File: config.mk
export PLATFORM = sky130hd
export DESIGN_NAME = reset_seq_ctrl
export DESIGN_NICKNAME = d
export VERILOG_FILES = /design/src/rtl/reset_seq_ctrl.sv
export SDC_FILE = /design/constraint.sdc
export NUM_CORES = 1
export LEC_CHECK = 0
export BUFFER_PORTS_ARGS = -buffer_cell sky130_fd_sc_hd__clkbuf_2
export CELL_PAD_IN_SITES_DETAIL_PLACEMENT = 1
export CELL_PAD_IN_SITES_GLOBAL_PLACEMENT = 2
export CORE_MARGIN = 3
export CORE_UTILIZATION = 32
export DETAILED_ROUTE_END_ITERATION = 10
export PLACE_DENSITY_LB_ADDON = 0.08
export SLEW_MARGIN = 10
export SYNTH_ARGS = -nofsm -noshare
export SYNTH_HDL_FRONTEND = slang
export SYNTH_SLANG_ARGS = --single-unit
File: constraint.sdc
create_clock -name clk -period 1.76 [get_ports clk]
set_input_delay 0.352 -clock clk [delete_from_list [all_inputs] [get_ports clk]]
set_output_delay 0.352 -clock clk [all_outputs]
set_load 0.01 [all_outputs]
File: src/rtl/reset_seq_ctrl.sv
// rtl/reset_seq_ctrl.sv - power-on / clock-enable / soft reset sequencer with soft-reboot support
module reset_seq_ctrl #(
    parameter int P_RST_CYCLES    = 16,
    parameter int CLK_ENB_DLY     = 8,
    parameter int S_RST_DLY       = 8,
    parameter int SOFT_RST_CYCLES = 8,
    parameter int CNT_W           = 8
) (
    input  logic       clk,
    input  logic       e_reset_n,
    input  logic       soft_reboot_req,
    input  logic       cpu_rst_rel,
    output logic       p_reset_n,
    output logic       clk_enb,
    output logic       s_reset_n,
    output logic       cpu_reset_n,
    output logic [2:0] seq_state,
    output logic [7:0] reboot_cnt
);

    typedef enum logic [2:0] {
        P_RST        = 3'd0,
        CLK_WAIT     = 3'd1,
        S_WAIT       = 3'd2,
        RUN          = 3'd3,
        SOFT_RST     = 3'd4,
        SOFT_CLK_OFF = 3'd5
    } state_t;

    // Counter reload values: a state lasting N cycles starts at N-1 and exits on zero.
    localparam logic [CNT_W-1:0] LD_P    = CNT_W'(P_RST_CYCLES - 1);
    localparam logic [CNT_W-1:0] LD_CLK  = CNT_W'(CLK_ENB_DLY - 1);
    localparam logic [CNT_W-1:0] LD_S    = CNT_W'(S_RST_DLY - 1);
    localparam logic [CNT_W-1:0] LD_SOFT = CNT_W'(SOFT_RST_CYCLES - 1);

    state_t           state;
    logic [CNT_W-1:0] cnt;
    logic             req_s1;
    logic             req_s2;
    logic             cnt_zero;

    assign cnt_zero  = (cnt == '0);
    assign seq_state = state;

    always_ff @(posedge clk or negedge e_reset_n) begin
        if (!e_reset_n) begin
            req_s1 <= 1'b0;
            req_s2 <= 1'b0;
        end else begin
            req_s1 <= soft_reboot_req;
            req_s2 <= req_s1;
        end
    end

    always_ff @(posedge clk or negedge e_reset_n) begin
        if (!e_reset_n) begin
            state       <= P_RST;
            cnt         <= LD_P;
            p_reset_n   <= 1'b0;
            clk_enb     <= 1'b0;
            s_reset_n   <= 1'b0;
            cpu_reset_n <= 1'b0;
            reboot_cnt  <= 8'd0;
        end else begin
            cnt         <= cnt - 1'b1;
            cpu_reset_n <= 1'b0;
            case (state)
                P_RST: begin
                    if (cnt_zero) begin
                        state     <= CLK_WAIT;
                        cnt       <= LD_CLK;
                        p_reset_n <= 1'b1;
                    end
                end
                CLK_WAIT: begin
                    if (cnt_zero) begin
                        state   <= S_WAIT;
                        cnt     <= LD_S;
                        clk_enb <= 1'b1;
                    end
                end
                S_WAIT: begin
                    if (cnt_zero) begin
                        state     <= RUN;
                        s_reset_n <= 1'b1;
                    end
                end
                RUN: begin
                    cnt <= cnt;
                    if (req_s2) begin
                        state     <= SOFT_RST;
                        cnt       <= LD_SOFT;
                        s_reset_n <= 1'b0;
                        if (reboot_cnt != 8'hff) begin
                            reboot_cnt <= reboot_cnt + 8'd1;
                        end
                    end else begin
                        cpu_reset_n <= cpu_rst_rel;
                    end
                end
                // Clock stays on here so the requester's sticky bit can be cleared.
                SOFT_RST: begin
                    if (cnt_zero) begin
                        state   <= SOFT_CLK_OFF;
                        cnt     <= LD_CLK;
                        clk_enb <= 1'b0;
                    end
                end
                SOFT_CLK_OFF: begin
                    if (cnt_zero) begin
                        state   <= S_WAIT;
                        cnt     <= LD_S;
                        clk_enb <= 1'b1;
                    end
                end
                default: begin
                    state     <= P_RST;
                    cnt       <= LD_P;
                    p_reset_n <= 1'b0;
                    clk_enb   <= 1'b0;
                    s_reset_n <= 1'b0;
                end
            endcase
        end
    end

endmodule

== After elaboration in Yosys (flattened, before gate mapping) ==
Cells that the tools add are included.

* Flip-flop bits (word level): 25
* Input bits: 4
* Output and inout port bits: 15
* Word-level logic and storage cells: 53

* $add $sub $neg: 2
* Equality and inequality tests: 11
* Multiplexer cells: 17
* Bitwise gates (word level): 3
* Reductions and logical operators: 11

{| class="wikitable"
|+ Operators with widths
! kind !! number
|-
| 8-bit one-hot mux with 3 select lines || 1
|-
| 8-bit two-way mux || 2
|-
| 3-bit two-way mux || 5
|-
| 3-bit one-hot mux with 5 select lines || 1
|-
| 3-bit AND reduction || 3
|-
| 8-bit by 1-bit adder with 8-bit output, second input constant || 1
|-
| 8-bit logical NOT || 1
|-
| 2-bit != test, second input constant || 4
|-
| 8-bit != test, second input constant || 1
|-
| 8-bit by 1-bit subtractor with 8-bit output, second input constant || 1
|-
| 3-bit by 2-bit equality test with 1-bit output, second input constant || 2
|-
| 3-bit equality test, second input constant || 2
|-
| 1-bit one-hot mux with 3 select lines || 2
|-
| 1-bit two-way mux || 5
|-
| 5-bit AND reduction || 1
|-
| 5-bit OR reduction || 1
|-
| 4-bit OR reduction || 1
|-
| 3-bit by 1-bit equality test with 1-bit output, second input constant || 1
|-
| 3-bit logical NOT || 1
|-
| 1-bit NOT || 3
|-
| 3-bit OR reduction || 1
|-
| 2-bit by 1-bit != test with 1-bit output, second input constant || 1
|-
| 1-bit one-hot mux with 2 select lines || 1
|-
| 2-bit AND reduction || 1
|-
| 2-bit OR reduction || 1
|}

== Longest topological paths before layout ==
* Word-level depth: 4
* Gate-level depth with buffers: 7
* Gate-level depth less buffers: 6

== Worst setup path after synthesis ==
OpenSTA, ideal clock, no wires.

* Path kind: flip-flop to flip-flop
* Start point: reg cnt[2]
* End point: reg state[2], in the netlist seq_state[2]
* Setup time: 0.120 ns
* Arrival time: 1.659 ns
* Data required time: 1.640 ns
* Path slack: -0.019 ns
* Cell stages (with the launch flop): 5
* Path buffers: 0
* Clock period less this slack: 1.779 ns
* Path through: dfstp_2 or4_4 nor4b_4 nand2_1 a31o_2

* Word-level cells in the longest chain between the ends: 3
* Elaborated cells between the ends (all ways): 6
* Classes of those cells: 4 x eq/ne; 2 x reduce/logical

{| class="wikitable"
|+ Ends and longest elaborated chain
! item !! line !! RTL
|-
| start, declared || 37 || <nowiki>logic [CNT_W-1:0] cnt;</nowiki>
|-
| start signal, assigned || 65 || <nowiki>cnt <= cnt - 1'b1;</nowiki>
|-
| start signal, assigned || 89 || <nowiki>cnt <= cnt;</nowiki>
|-
| 8-bit logical NOT (*) || 42 || <nowiki>assign cnt_zero = (cnt == '0);</nowiki>
|-
| 2-bit != test (no line) / 2-bit by 1-bit != test with 1-bit output (equally long branches) || -- ||
|-
| 5-bit AND reduction (no line) (*) || -- ||
|-
| end signal, assigned || 57 || <nowiki>state <= P_RST;</nowiki>
|-
| end signal, assigned || 70 || <nowiki>state <= CLK_WAIT;</nowiki>
|-
| end signal, assigned || 77 || <nowiki>state <= S_WAIT;</nowiki>
|-
| end, declared || 36 || <nowiki>state_t state;</nowiki>
|}

Mark *: on every way between the ends. The rest lies on a longest branch, timed or not.
A chain may end at the register's enable or synchronous reset.

== Worst setup path after layout ==
* Start point: reg cnt[5]
* End point: reg clk_enb

* Word-level cells in the longest chain between the ends: 3
* Elaborated cells between the ends (all ways): 4
* Classes of those cells: 2 x eq/ne; 2 x reduce/logical

{| class="wikitable"
|+ Ends and longest elaborated chain
! item !! line !! RTL
|-
| 8-bit logical NOT (*) || 42 ||
|-
| 2-bit != test (no line) / 2-bit by 1-bit != test with 1-bit output (equally long branches) || -- ||
|-
| 3-bit AND reduction (no line) (*) || -- ||
|-
| end signal, assigned || 60 || <nowiki>clk_enb <= 1'b0;</nowiki>
|-
| end signal, assigned || 79 || <nowiki>clk_enb <= 1'b1;</nowiki>
|-
| end signal, assigned || 106 || <nowiki>clk_enb <= 1'b0;</nowiki>
|-
| end, declared || 14 || <nowiki>output logic clk_enb,</nowiki>
|}

Marked as above.

==> run_results.csv <==
group,metric,value,unit
global_route,grt_max_degree,26,
clock_tree,cts_htree_levels,1,
global_route,grt_antenna_before_repair,0,
pwr,p_clk_frac,0.160,
setup_path,timing.reg2reg.worst_path_depth,5,
timing,hold_violations,0,
clock_tree,cts.hold.buffers_added,0,
timing,final_min_period_over_clock_period,0.9978,
clock_tree,cts_tree,"done",
yosys,ys_ff_latch,25,
final_layout,fraction_of_final_layout_cells_with_drive_strength_greater_than_1,0.4221,
final_layout,area_growth,33.92,%
timing,period_needed,1756,ps
yosys,synthesis.area_per_instance,10.87,µm²
timing,max_clock_freq,0.5694,GHz
yosys,postSynthCellCount,111,
pwr,power.internal,1.432,mW
global_route,overflow,0,
status,outcome,"finished clean",
setup_path,crit_path_start,"cnt[5]",
clock_tree,clkTransAtPathRegs,90,ps
final_layout,fin_nets,162,
setup_path,reg2reg_to,"clk_enb",
setup_path,r2r_setup_slack,4,ps
final_layout,num_antenna_cells,0,
floorplanning,io_pins,19,
setup_path,crit_path_start_kind,"register",
timing,maxSlewHeadroom,0.5672,
detailed_routing,dr_total_vias,1023,
final_layout,layoutNonFillerInstCount,200,
timing,rsz_0062_raised_after_global_routing,"yes",
global_route,grt_pass1_wl,5.264,mm
detailed_routing,dr.first_iter.drc_count,43,
final_layout,finish.utilization,0.4657,
pwr,finalPower,2.208,mW
detailed_routing,wl_final,3.027,mm
setup_path,critPathMaxStageDelay,560,ps
detailed_routing,vias_per_cell,5.115,
yosys,synth.cell_area,1206,µm²
yosys,biggest_area_contributors_in_the_synthesized_netlist,"dfrtp_1, dfstp_2, xnor2_1",
floorplanning,std_cell_rows,21,
yosys,yosys_warnings,0,
detailed_routing,drt_pass1_iterations,4,
timing,worstMarginPinSlew,649.2,ps
run,max-cap-violations,0,
detailed_routing,post_detailed_route_wirelength_per_cell,15.14,µm
place,place.detailed.hpwl,2.248,mm
clock_tree,buffers_from_clock_root_to_sink_at_most,2,
clock_tree,worstSkewPairLatency,280,ps
timing,fin_setup_tns,0,ps
worst_hold_path,hold_path.class,"in -> async",
yosys,yosysSeqAreaShare,0.5228,
global_route,first_global_vias,1109,
setup_path,cp.required,1930,ps
setup_path,cp.arrival,1920,ps
yosys,synth_area_leader_cell,"dfrtp_1",
setup_path,worstPathCellList,"or4_4 > nor4b_4 > buf_6 > mux2i_1 > o22ai_1",
global_route,grt_use_total,0.1538,
place,dpl.cell_count,194,
pwr,p_comb_frac,0.454,
setup_path,critPathKind,"reg -> reg",
floorplanning,start_util,0.3478,
pwr,worst_ir_drop_vdd,0.5336,mV
timing,fin_skew,5.542,ps
place,port-buffer-count,18,
yosys,synth.lib_cells_used.distinct,40,
yosys,syn_nets,118,
pwr,power.static_leakage,0.7664,nW
detailed_routing,route.detailed.drc,0,
pwr,total_switching_power,0.7764,mW
pwr,power.share.sequential,0.385,
detailed_routing,final_antenna_net_count,0,
floorplanning,die_height,67.40,µm
pwr,power.density_cell_area,1367,nW/µm²
pwr,swShare,0.3516,
setup_path,r2r_start,"cnt[5]",
setup_path,critical_path.endpoint_type,"register",
yosys,synth_top_area_frac,0.4357,
floorplanning,die_area,4542,µm²
clock_tree,numCtsBuffers,3,
clock_tree,cts_root_buf,"clkbuf_8",
setup_path,path_max_fanout,7,
setup_path,cp_slowest_cell,"or4_4",
clock_tree,cts_sinks,25,
timing,finalMaxSlewViolations,0,
floorplanning,die_width,67.40,µm
floorplanning,fp.coreArea,3468,µm²
timing,setup_viol_count_final,0,
place,finalWeightedCongestion,0.7572,
==> timing repair <==
action	4_1_cts	5_1_grt
pin swaps	3	4
endpoints found under the setup margin	5	13
setup buffers	1	1
resized for setup	3	8
==> logic make-up after synthesis <==
family,Yosys count,synth area share
AND/OR/NAND/NOR,32,0.1660
AO/OA/AOI/OAI,30,0.1670
flip-flops,25,0.5228
buffers and inverters,11,0.03734
XOR/XNOR,8,0.05809
adder cells (fa/ha/maj),3,0.03112
multiplexers,2,0.01763
==> sequential cells by signal, summed over array words and instances, names as in the netlist <==
register / cells
s_reset_n: 1
req_s2: 1
reboot_cnt: 8
cnt: 8
p_reset_n: 1
clk_enb: 1
req_s1: 1
cpu_reset_n: 1
seq_state: 3
==> Yosys cell counts (all sizes together) <==
cell type,count
a31o,1
o21ai,4
xnor2,5
nand2b,1
ha,3
a22oi,1
a31oi,4
nand4b,1
o21a,1
a211oi,2
and3,1
nor4b,2
dfrtp,21
nand2,8
o41ai,1
o31ai,1
a21oi,6
inv,7
mux2,1
o311ai,2
a22o,1
nor3,1
o22ai,4
nand3,6
clkbuf,1
nor2,5
buf,3
and4,1
and2,1
dfstp,4
xor2,3
or4,2
or4b,2
nor3b,1
o211a,1
mux2i,1
o22a,1
==> layer usage <==
metal / GRT usage / vias to the layer above / wire, µm
met3: 0.03328 / 4 / 100
li1: - / 493 / -
met1: 0.2118 / 509 / 1405
met5: 0 / - / 0
met2: 0.2380 / 17 / 1487
met4: 0.05316 / 0 / 34
==> per-stage QoR <==
| stage | setup slack [ps] | area (µm²) | hold slack [ps] |
|---|---|---|---|
| 2_1_floorplan | -8.136 | 1206 | 56.41 |
| 3_3_place_gp | -20.70 | 1508 | 333.0 |
| 3_5_place_dp | -29.83 | 1508 | 336.3 |
| 4_1_cts | -7.225 | 1570 | 111.5 |
| 5_1_grt | -132.9 | 1615 | 130.1 |
| 6_report | 3.875 | 1615 | 81.85 |
==> area by class of cell <==
cell class	instances	area, µm²
Fill cell	410	1853
Sequential cell	25	630.6
Tap cell	46	57.56
Inverter	7	26.28
Multi-Input combinational cell	75	573.1
Timing Repair Buffer	43	281.5
Clock buffer	3	41.29
Clock inverter	1	5.005
==> worst max-delay path, delay by kind of cell, from the launching register on <==
kind,cells,cell delay (ps)
AND/OR/NAND/NOR,2,830
flip-flops,1,380
multiplexers,1,180
buffers and inverters,1,170
AO/OA/AOI/OAI,1,80
==> layout by cell type (no fill, tap or decap), types with 3 or more instances in the layout <==
cell	netlist	final
buf_4	0	24
dfrtp_1	21	21
clkbuf_2	0	18
nand2_1	8	7
a21oi_1	6	6
nand3_1	6	6
inv_1	7	5
nor2_1	5	5
xnor2_1	5	5
o22ai_1	4	4
dfstp_2	4	4
a31oi_1	4	3
o21ai_0	4	3
xor2_1	3	3
clkbuf_8	0	3
==> worst max path at each step <==
stage / endpoint / slack, ps / cells after the start
global placement: clk_enb / -20 / 5
detailed placement: clk_enb / -30 / 5
floorplan: cnt[3] / -8 / 6
global route: clk_enb / -130 / 5
CTS: clk_enb / -7 / 5
finish: clk_enb / 4 / 5
==> power groups by stage <==
stage | Sequential, mW | Clock [mW] | Combinational, mW
global placement | 0.857 | 0 | 0.864
finish | 0.851 | 0.354 | 1.00
detailed placement | 0.856 | 0 | 0.890
floorplan | 0.904 | 0 | 0.405
global route | 0.873 | 0.388 | 1.13
CTS | 0.848 | 0.371 | 0.918
Note: power is estimated with default switching activity, not from simulation.
